## src/rtl/fft_pkg.sv

```systemverilog
// Shared encodings for the FFT run controller: FSM states and error codes.
package fft_pkg;

  // ERROR extends the original IDLE..DONE values.
  typedef enum logic [2:0] {
    S_IDLE    = 3'b000,
    S_LDRAM   = 3'b001,
    S_RAMRDY  = 3'b010,
    S_RUNNING = 3'b011,
    S_DONE    = 3'b100,
    S_ERROR   = 3'b101
  } state_t;

  typedef enum logic [1:0] {
    ERR_NONE    = 2'b00,
    ERR_LD_TMO  = 2'b01,
    ERR_RUN_TMO = 2'b10,
    ERR_INIT    = 2'b11
  } err_t;

  function automatic int max2(input int a, input int b);
    return (a > b) ? a : b;
  endfunction

endpackage

```

## src/rtl/phase_timer.sv

```systemverilog
// Up-counter with clear and enable; flags the cycle where the count reaches limit-1.
module phase_timer #(
  parameter int W = 8
) (
  input  logic         clk,
  input  logic         rst_n,
  input  logic         clr,
  input  logic         en,
  input  logic [W-1:0] limit,
  output logic         terminal
);

  logic [W-1:0] cnt;

  always_ff @(posedge clk or negedge rst_n) begin
    if (!rst_n)   cnt <= '0;
    else if (clr) cnt <= '0;
    else if (en)  cnt <= cnt + W'(1);
  end

  // Terminal only matters while counting, so idle phases never raise it.
  assign terminal = en && (cnt == limit - W'(1));

endmodule

```

## src/rtl/fft_run_ctrl.sv

```systemverilog
// Run controller sequencing load, settle, compute and completion for the FFT datapath.
module fft_run_ctrl
  import fft_pkg::*;
#(
  parameter int LD_TIMEOUT  = 64,
  parameter int RUN_TIMEOUT = 256,
  parameter int FRAMECNT_W  = 8
) (
  input  logic                  clk,
  input  logic                  rst_n,
  input  logic                  start,
  input  logic                  continuous,
  input  logic                  abort,
  input  logic                  ld_done,
  input  logic                  init_error,
  input  logic                  fft_done,
  output logic                  ld_data,
  output logic                  en,
  output logic                  busy,
  output logic                  frame_done,
  output logic [FRAMECNT_W-1:0] frame_count,
  output logic                  error,
  output logic [1:0]            err_code
);

  localparam int CW = $clog2(max2(LD_TIMEOUT, RUN_TIMEOUT) + 1);

  state_t        state, nxt;
  err_t          code_q, nxt_code;
  logic          hold;
  logic          tmo, tmr_clr, tmr_en;
  logic [CW-1:0] limit;

  assign limit   = (state == S_RUNNING) ? CW'(RUN_TIMEOUT) : CW'(LD_TIMEOUT);
  assign tmr_en  = (state == S_LDRAM) || (state == S_RUNNING);
  assign tmr_clr = (nxt != state);

  phase_timer #(.W(CW)) u_tmr (
    .clk      (clk),
    .rst_n    (rst_n),
    .clr      (tmr_clr),
    .en       (tmr_en),
    .limit    (limit),
    .terminal (tmo)
  );

  always_comb begin
    nxt      = state;
    nxt_code = code_q;
    if (abort) begin
      nxt = S_IDLE;
    end else begin
      case (state)
        S_IDLE: if (start) begin
          nxt      = S_LDRAM;
          nxt_code = ERR_NONE;
        end
        S_LDRAM: begin
          if (init_error) begin
            nxt      = S_ERROR;
            nxt_code = ERR_INIT;
          end else if (ld_done) begin
            nxt = S_RAMRDY;
          end else if (tmo) begin
            nxt      = S_ERROR;
            nxt_code = ERR_LD_TMO;
          end
        end
        S_RAMRDY: nxt = S_RUNNING;
        S_RUNNING: begin
          if (fft_done) begin
            nxt = S_DONE;
          end else if (tmo) begin
            nxt      = S_ERROR;
            nxt_code = ERR_RUN_TMO;
          end
        end
        S_DONE: begin
          if (continuous)  nxt = S_LDRAM;
          else if (!start) nxt = S_IDLE;
        end
        S_ERROR: if (!start) nxt = S_IDLE;
        default: nxt = S_IDLE;
      endcase
    end
  end

  always_ff @(posedge clk or negedge rst_n) begin
    if (!rst_n) begin
      state       <= S_IDLE;
      code_q      <= ERR_NONE;
      hold        <= 1'b0;
      frame_count <= '0;
    end else begin
      state  <= nxt;
      code_q <= nxt_code;
      // Staying in DONE means waiting for start to drop; mute the pulse.
      hold   <= (state == S_DONE) && (nxt == S_DONE);
      if (frame_done) frame_count <= frame_count + FRAMECNT_W'(1);
    end
  end

  assign ld_data    = (state == S_LDRAM);
  assign en         = (state == S_RUNNING);
  assign busy       = (state != S_IDLE) && (state != S_ERROR);
  assign frame_done = (state == S_DONE) && !hold;
  assign error      = (code_q != ERR_NONE);
  assign err_code   = code_q;

endmodule

```

## config.mk

```make
export PLATFORM = sky130hd
export DESIGN_NAME = fft_run_ctrl
export DESIGN_NICKNAME = d
export VERILOG_FILES = /design/src/rtl/fft_pkg.sv /design/src/rtl/phase_timer.sv /design/src/rtl/fft_run_ctrl.sv
export SDC_FILE = /design/constraint.sdc
export NUM_CORES = 1
export LEC_CHECK = 0
export ABC_AREA = 0
export ABC_CLOCK_PERIOD_IN_PS = 2100
export CAP_MARGIN = 10
export CORE_UTILIZATION = 53
export DETAILED_ROUTE_END_ITERATION = 8
export GPL_ROUTABILITY_DRIVEN = 1
export GPL_TIMING_DRIVEN = 0
export HOLD_SLACK_MARGIN = 0.12
export PLACE_DENSITY = 0.85
export REMOVE_ABC_BUFFERS = 1
export SLEW_MARGIN = 20
export SYNTH_ARGS = -nofsm -noshare
export SYNTH_HDL_FRONTEND = slang
export SYNTH_SLANG_ARGS = --single-unit
export TNS_END_PERCENT = 10
```

## constraint.sdc

```tcl
create_clock -name clk -period 2.1 [get_ports clk]
set_clock_uncertainty 0.15 [all_clocks]
set_input_delay 0.42 -clock clk [delete_from_list [all_inputs] [get_ports clk]]
set_output_delay 0.42 -clock clk [all_outputs]
set_load 0.02 [all_outputs]
```

# --- After elaboration in Yosys (flattened, before gate mapping) ---
# Index checks and enable logic that the tools add are counted.
op_classes:
  n_eq_ne: 14
  n_mux: 19
  reduce_logical: 12
  bitwise_logic: 1
  addsub: 3
op_table:
  columns: ["cell", "count"]
  rows:
  - ["$mux W9", 3]
  - ["$mux W3", 8]
  - ["$pmux W3 S6", 1]
  - ["$mux W2", 6]
  - ["$add A9 B1 Y9 const B", 1]
  - ["$eq A3 B3 Y1 const B", 3]
  - ["$eq A9 B9 Y1", 1]
  - ["$sub A9 B1 Y9 const B", 1]
  - ["$add A8 B1 Y8 const B", 1]
  - ["$reduce_and A7 Y1", 1]
  - ["$eq A3 B2 Y1 const B", 2]
  - ["$ne A3 B3 Y1 const B", 2]
  - ["$pmux W2 S3", 1]
  - ["$reduce_bool A3 Y1", 2]
  - ["$logic_and A1 B1 Y1", 4]
  - ["$ne A2 B2 Y1 const B", 2]
  - ["$reduce_bool A2 Y1", 2]
  - ["$eq A3 B1 Y1 const B", 1]
  - ["$logic_not A3 Y1", 1]
  - ["$ne A3 B2 Y1 const B", 1]
  - ["$ne A3 B3 Y1", 1]
  - ["$ne A2 B1 Y1 const B", 1]
  - ["$logic_not A1 Y1", 1]
  - ["$logic_or A1 B1 Y1", 1]
  - ["$not A1 Y1", 1]
word_totals:
  out_inout_bits: 15
  reg_bits: 23
  wordCells: 54

# --- Logic depth before layout (Yosys ltp) ---
logic_depth:
  depth_word: 12
  mapped_depth: 7
  mapped_depth_nobuf: 6

# --- By module ---
# A second synthesis with hierarchy kept.
unflattened:
  cells_unflattened: 180
  area_unflattened_um2: 1576.5
modules_own_cells:
  columns: ["module", "area_each_um2", "seq_area_each_um2", "n_inst", "cells_each"]
  rows:
  - ["fft_run_ctrl", 798.3, 350.3, 1, 82]
  - ["phase_timer", 778.2, 225.2, 1, 98]

# --- Least setup slack after synthesis ---
# Ideal clock, no wire load.
synth_timing:
  path_type: "reg-to-reg"
  start: "reg state[1]"
  end: "reg frame_count[5]"
  setup_time_ns: 0.129
  arrival_ns: 1.587
  n_path_buf: 1
  required_time_ns: 1.821
  path_slack_ns: 0.234
  stages_incl_launch_ff: 6
  period_less_slack_ns: 1.866
  path_cell_list: "dfrtp_1 > buf_4 > nor4_4 > and4_1 > nand3_1 > xnor2_1"
synth_between:
  elab_chain_len: 2
synth_lines:
  columns: ["item", "line", "rtl"]
  rows:
  - ["start: declaration", "fft_run_ctrl.sv:28", "state_t state, nxt;"]
  - ["start signal: assignment", "fft_run_ctrl.sv:95", "state <= nxt;"]
  - ["$eq A3 B3 Y1", "fft_run_ctrl.sv:106", "assign frame_done = (state == S_DONE) && !hold;"]
  - ["$logic_and A1 B1 Y1", "fft_run_ctrl.sv:106", null]
  - ["named net frame_done", "fft_run_ctrl.sv:20", "output logic frame_done,"]
  - ["end signal: assignment", "fft_run_ctrl.sv:99", "if (frame_done) frame_count <= frame_count + FRAMECNT_W'(1);"]
  - ["end: declaration", "fft_run_ctrl.sv:21", "output logic [FRAMECNT_W-1:0] frame_count,"]
# The timed path passes the listed nets, and every way through them passes these cells.
# A chain may end at the register's enable or synchronous reset.

# --- Final worst setup path ---
layout_timing:
  start: "reg state[2]"
  end: "reg u_tmr.cnt[7]"
layout_between:
  elab_chain_len: 12
layout_lines:
  columns: ["item", "line", "rtl"]
  rows:
  - ["$eq A3 B2 Y1", "fft_run_ctrl.sv:34, fft_run_ctrl.sv:35, fft_run_ctrl.sv:53", null]
  - ["$mux W9", "fft_run_ctrl.sv:34", "assign limit = (state == S_RUNNING) ? CW'(RUN_TIMEOUT) : CW'(LD_TIMEOUT);"]
  - ["$sub A9 B1 Y9", "phase_timer.sv:22", "assign terminal = en && (cnt == limit - W'(1));"]
  - ["$eq A9 B9 Y1", "phase_timer.sv:22", null]
  - ["$logic_and A1 B1 Y1", "phase_timer.sv:22", null]
  - ["$mux W3", "fft_run_ctrl.sv:64, fft_run_ctrl.sv:73", null]
  - ["$mux W3", "fft_run_ctrl.sv:62", "end else if (ld_done) begin"]
  - ["$mux W3", "fft_run_ctrl.sv:59", "if (init_error) begin"]
  - ["$pmux W3 S6", "fft_run_ctrl.sv:53", "case (state)"]
  - ["$mux W3", "fft_run_ctrl.sv:50", "if (abort) begin"]
  - ["$ne A3 B3 Y1", "fft_run_ctrl.sv:36", "assign tmr_clr = (nxt != state);"]
  - ["$mux W9 or $reduce_bool A2 Y1 (tied branches)", null, null]
  - ["end signal: assignment", "phase_timer.sv:18", "else if (en) cnt <= cnt + W'(1);"]
  - ["end: declaration", "phase_timer.sv:13", "logic [W-1:0] cnt;"]
# Several ways; a longest one is shown, not always the timed one.

==> impl_metrics.tcl <==
set metrics [dict create \
    cts_tree "yes" \
    dpl_cell_area_mm2 0.00168 \
    route.detailed.drc 0 \
    synth_area_leaders "dfrtp_1 (40%), xnor2_1 (4.8%), xor2_1 (3.6%)" \
    hold_viol 0 \
    vias 1238 \
    min_period_ns 2.08 \
    first_iter_violations 52 \
    synth-compound-area-share_pct 12.9 \
    die_w_um 54.4 \
    rows 18 \
    start_kind "flip-flop" \
    grt_pass1_vias 1126 \
    ant_nets 0 \
    initial_core_util_pct 57.2 \
    ys_ff_latch 23 \
    final.setup.tns_ns 0 \
    drv_cap 0 \
    wire_per_inst_um 16.0 \
    ir_drop_v 0.000690 \
    synthMuxAreaShare_pct 3.53 \
    clock_path_buffers 2 \
    slew_headroom_pct 64.2 \
    grt_start_max_net_pins 24 \
    cts.sinks 23 \
    synth_adder_area_share_pct 1.72 \
    synth.yosys.seq_area_share_pct 39.6 \
    antenna_found_initial 0 \
    clkTransAtPathRegs_ns 0.13 \
    grt_usage_pct 24.5 \
    rsz0062_at_grt "yes" \
    crit_arrival_ns 2.16 \
    synth_ff_type "dfrtp_1" \
    synthTopCellsByCount "dfrtp_1 (23), nand2_1 (9), xnor2_1 (8)" \
    syn2layout_area_growth_pct 23.9 \
    crit_slowest_cell "dfrtp_2" \
    gp_congestion 0.841 \
    cts_buffers 3 \
    fmax_mhz 480 \
    required_ns 2.18 \
    critPathMaxStageDelay_ns 0.46 \
    cp_num_buf_inv 1 \
    cp-end-kind "flip-flop" \
    yosysMostFrequentCell "dfrtp_1" \
    synth_top_family_by_area "simple AND/OR/NAND/NOR gates" \
    vias_per_cell 6.07 \
    path_class "reg2reg" \
    drive_above_1_share_pct 25.9 \
    die_h_um 54.4 \
    final_area_mm2 0.00180 \
    drt_wl_total_mm 3.27 \
    synth_edf_count 0 \
    antenna-diode-count 0 \
    p_per_area_mw_per_mm2 697 \
    holdCritPathClass "reg2reg" \
    nets 185 \
    synth_cell_type_count 46 \
    gr-total-overflow 0 \
    synth_top_cell_area_share_pct 39.6 \
    netlist.top_cell.by_area "dfrtp_1" \
    async_flop_share_pct 100 \
    period_share_pct 99.3 \
    grt_pass1_wl_mm 5.09 \
    yosys.area_share.simple_pct 30.1 \
    synthXorXnorAreaFrac_pct 8.43 \
    ios 23 \
    core_area_mm2 0.00254 \
    leakagePower_nw 0.766 \
    syn-cell-area_mm2 0.00146 \
    syn_avg_cell_area_um2 10.1 \
    root_buffer "clkbuf_4" \
    htree_num_levels 1 \
    drv_slew 0 \
    drtPass1Iterations 4 \
    hpwlAfterDp_mm 2.19 \
    crit_family "simple AND/OR/NAND/NOR gates" \
    yosysWarnings 0 \
    run_status "complete, no violations" \
    setup_viol 0 \
    crit_chain "buf_6 > or2b_4 > mux2i_1 > a211oi_2 > a31oi_4 > nor4_4" \
    postSynthCellCount 144 \
    worst-path-max-fanout 9 \
    clk_latency_ns 0.31 \
    die_area_mm2 0.00296 \
    io_buffers 22 \
    tightest_slew_ns 0.536 \
]
routing by layer:
| metal | global-route usage, % | vias up | wire length [um] |
|---|---|---|---|
| met5 | 0 | - | 0 |
| met4 | 11.1 | 0 | 61 |
| met3 | 5.56 | 8 | 165 |
| met2 | 38.0 | 51 | 1560 |
| met1 | 32.2 | 589 | 1480 |
| li1 | - | 590 | - |
through the flow:
stage	instances	hold slack [ns]	utilization (%)	power [mW]	setup WS, ns
after global placement	191	0.311	66.0	1.00	-0.542
after global routing	204	0.358	70.8	1.34	-0.0762
after detailed placement	191	0.328	66.0	1.02	-0.611
after floorplan	139	-0.0256	-	0.826	0.00667
after CTS	203	0.350	69.8	1.25	-0.00869
final	204	0.338	70.8	1.26	0.0151
cells in the final DEF (no fill, tap or decap), drive strengths merged, types with 2 or more instances in the layout:
cell type / synthesis / layout
mux2i: 4 / 4
clkbuf: 0 / 4
nand4: 5 / 5
nor2: 8 / 8
a21o: 2 / 2
nor3: 4 / 4
a21oi: 7 / 7
nor4: 10 / 10
and4: 2 / 2
o21ai: 6 / 6
nand3b: 5 / 5
or3: 3 / 3
nand2: 9 / 9
buf: 5 / 12
inv: 6 / 6
nor2b: 2 / 2
nand2b: 3 / 3
and3: 2 / 2
xnor2: 8 / 8
or2: 3 / 3
nand3: 5 / 5
xor2: 6 / 6
dfrtp: 23 / 23
clkdlybuf4s50: 0 / 16
ha: 2 / 2
state kept, by name (all words and copies together), names as in the netlist:
signal / flops
hold: 1
frame_count: 8
err_code: 2
state: 3
u_tmr.cnt: 9
worst reg2reg max path: stages (launching register included):
cell and delay, ns:
dfrtp_2 0.46, buf_6 0.15, or2b_4 0.29, mux2i_1 0.14, a211oi_2 0.27, a31oi_4 0.22
nor4_4 0.33
timing repair:
| item | in CTS | in global routing |
|---|---|---|
| endpoints found under the hold margin | 0 | 23 |
| pin swaps | 1 | 4 |
| resized for setup | 19 | 10 |
| hold buffers | 0 | 1 |
| endpoints found under the setup margin | 19 | 14 |
| setup buffers | 8 | 0 |
cell type report:
class	instances	area, um^2
clock buffers	3	22.5
flip-flops and latches	23	579
fillers	190	742
well taps	30	37.5
inverters	6	25.0
multi-input cells	110	868
repair buffers	31	265
clock inverters	1	5.00
report_power, final:
part,internal (mW),total [mW],switching (mW)
clock,0.0711,0.208,0.137
combinational,0.224,0.485,0.261
sequential,0.500,0.563,0.0638
path summary, 6_finish.rpt:
check	from	endpoint	slack (ns)	cells past startpoint
worst min-delay path	frame_count[7]$_DFFE_PN0P_	frame_count[7]$_DFFE_PN0P_	0.34	1
worst max-delay path	state[2]$_DFF_PN0_	u_tmr.cnt[7]$_DFFE_PN0P_	0.02	6
min in group asynchronous	rst_n	u_tmr.cnt[3]$_DFFE_PN0P_	0.46	2
worst max register to register	state[2]$_DFF_PN0_	u_tmr.cnt[7]$_DFFE_PN0P_	0.02	6
max in group asynchronous	rst_n	state[1]$_DFF_PN0_	0.96	2
worst min register to register	frame_count[7]$_DFFE_PN0P_	frame_count[7]$_DFFE_PN0P_	0.34	1
logic make-up (layout without fill, tap and decap cells):
kind of cell | after synthesis | after routing
xor gates and xnor gates | 14 | 14
muxes | 5 | 5
buffers and inverters | 11 | 41
adders and majority gates | 2 | 2
DFF | 23 | 23
AOI/OAI and AO/OA | 24 | 24
and+or+nand+nor | 65 | 65
Note: power is estimated with default switching activity, not from simulation.
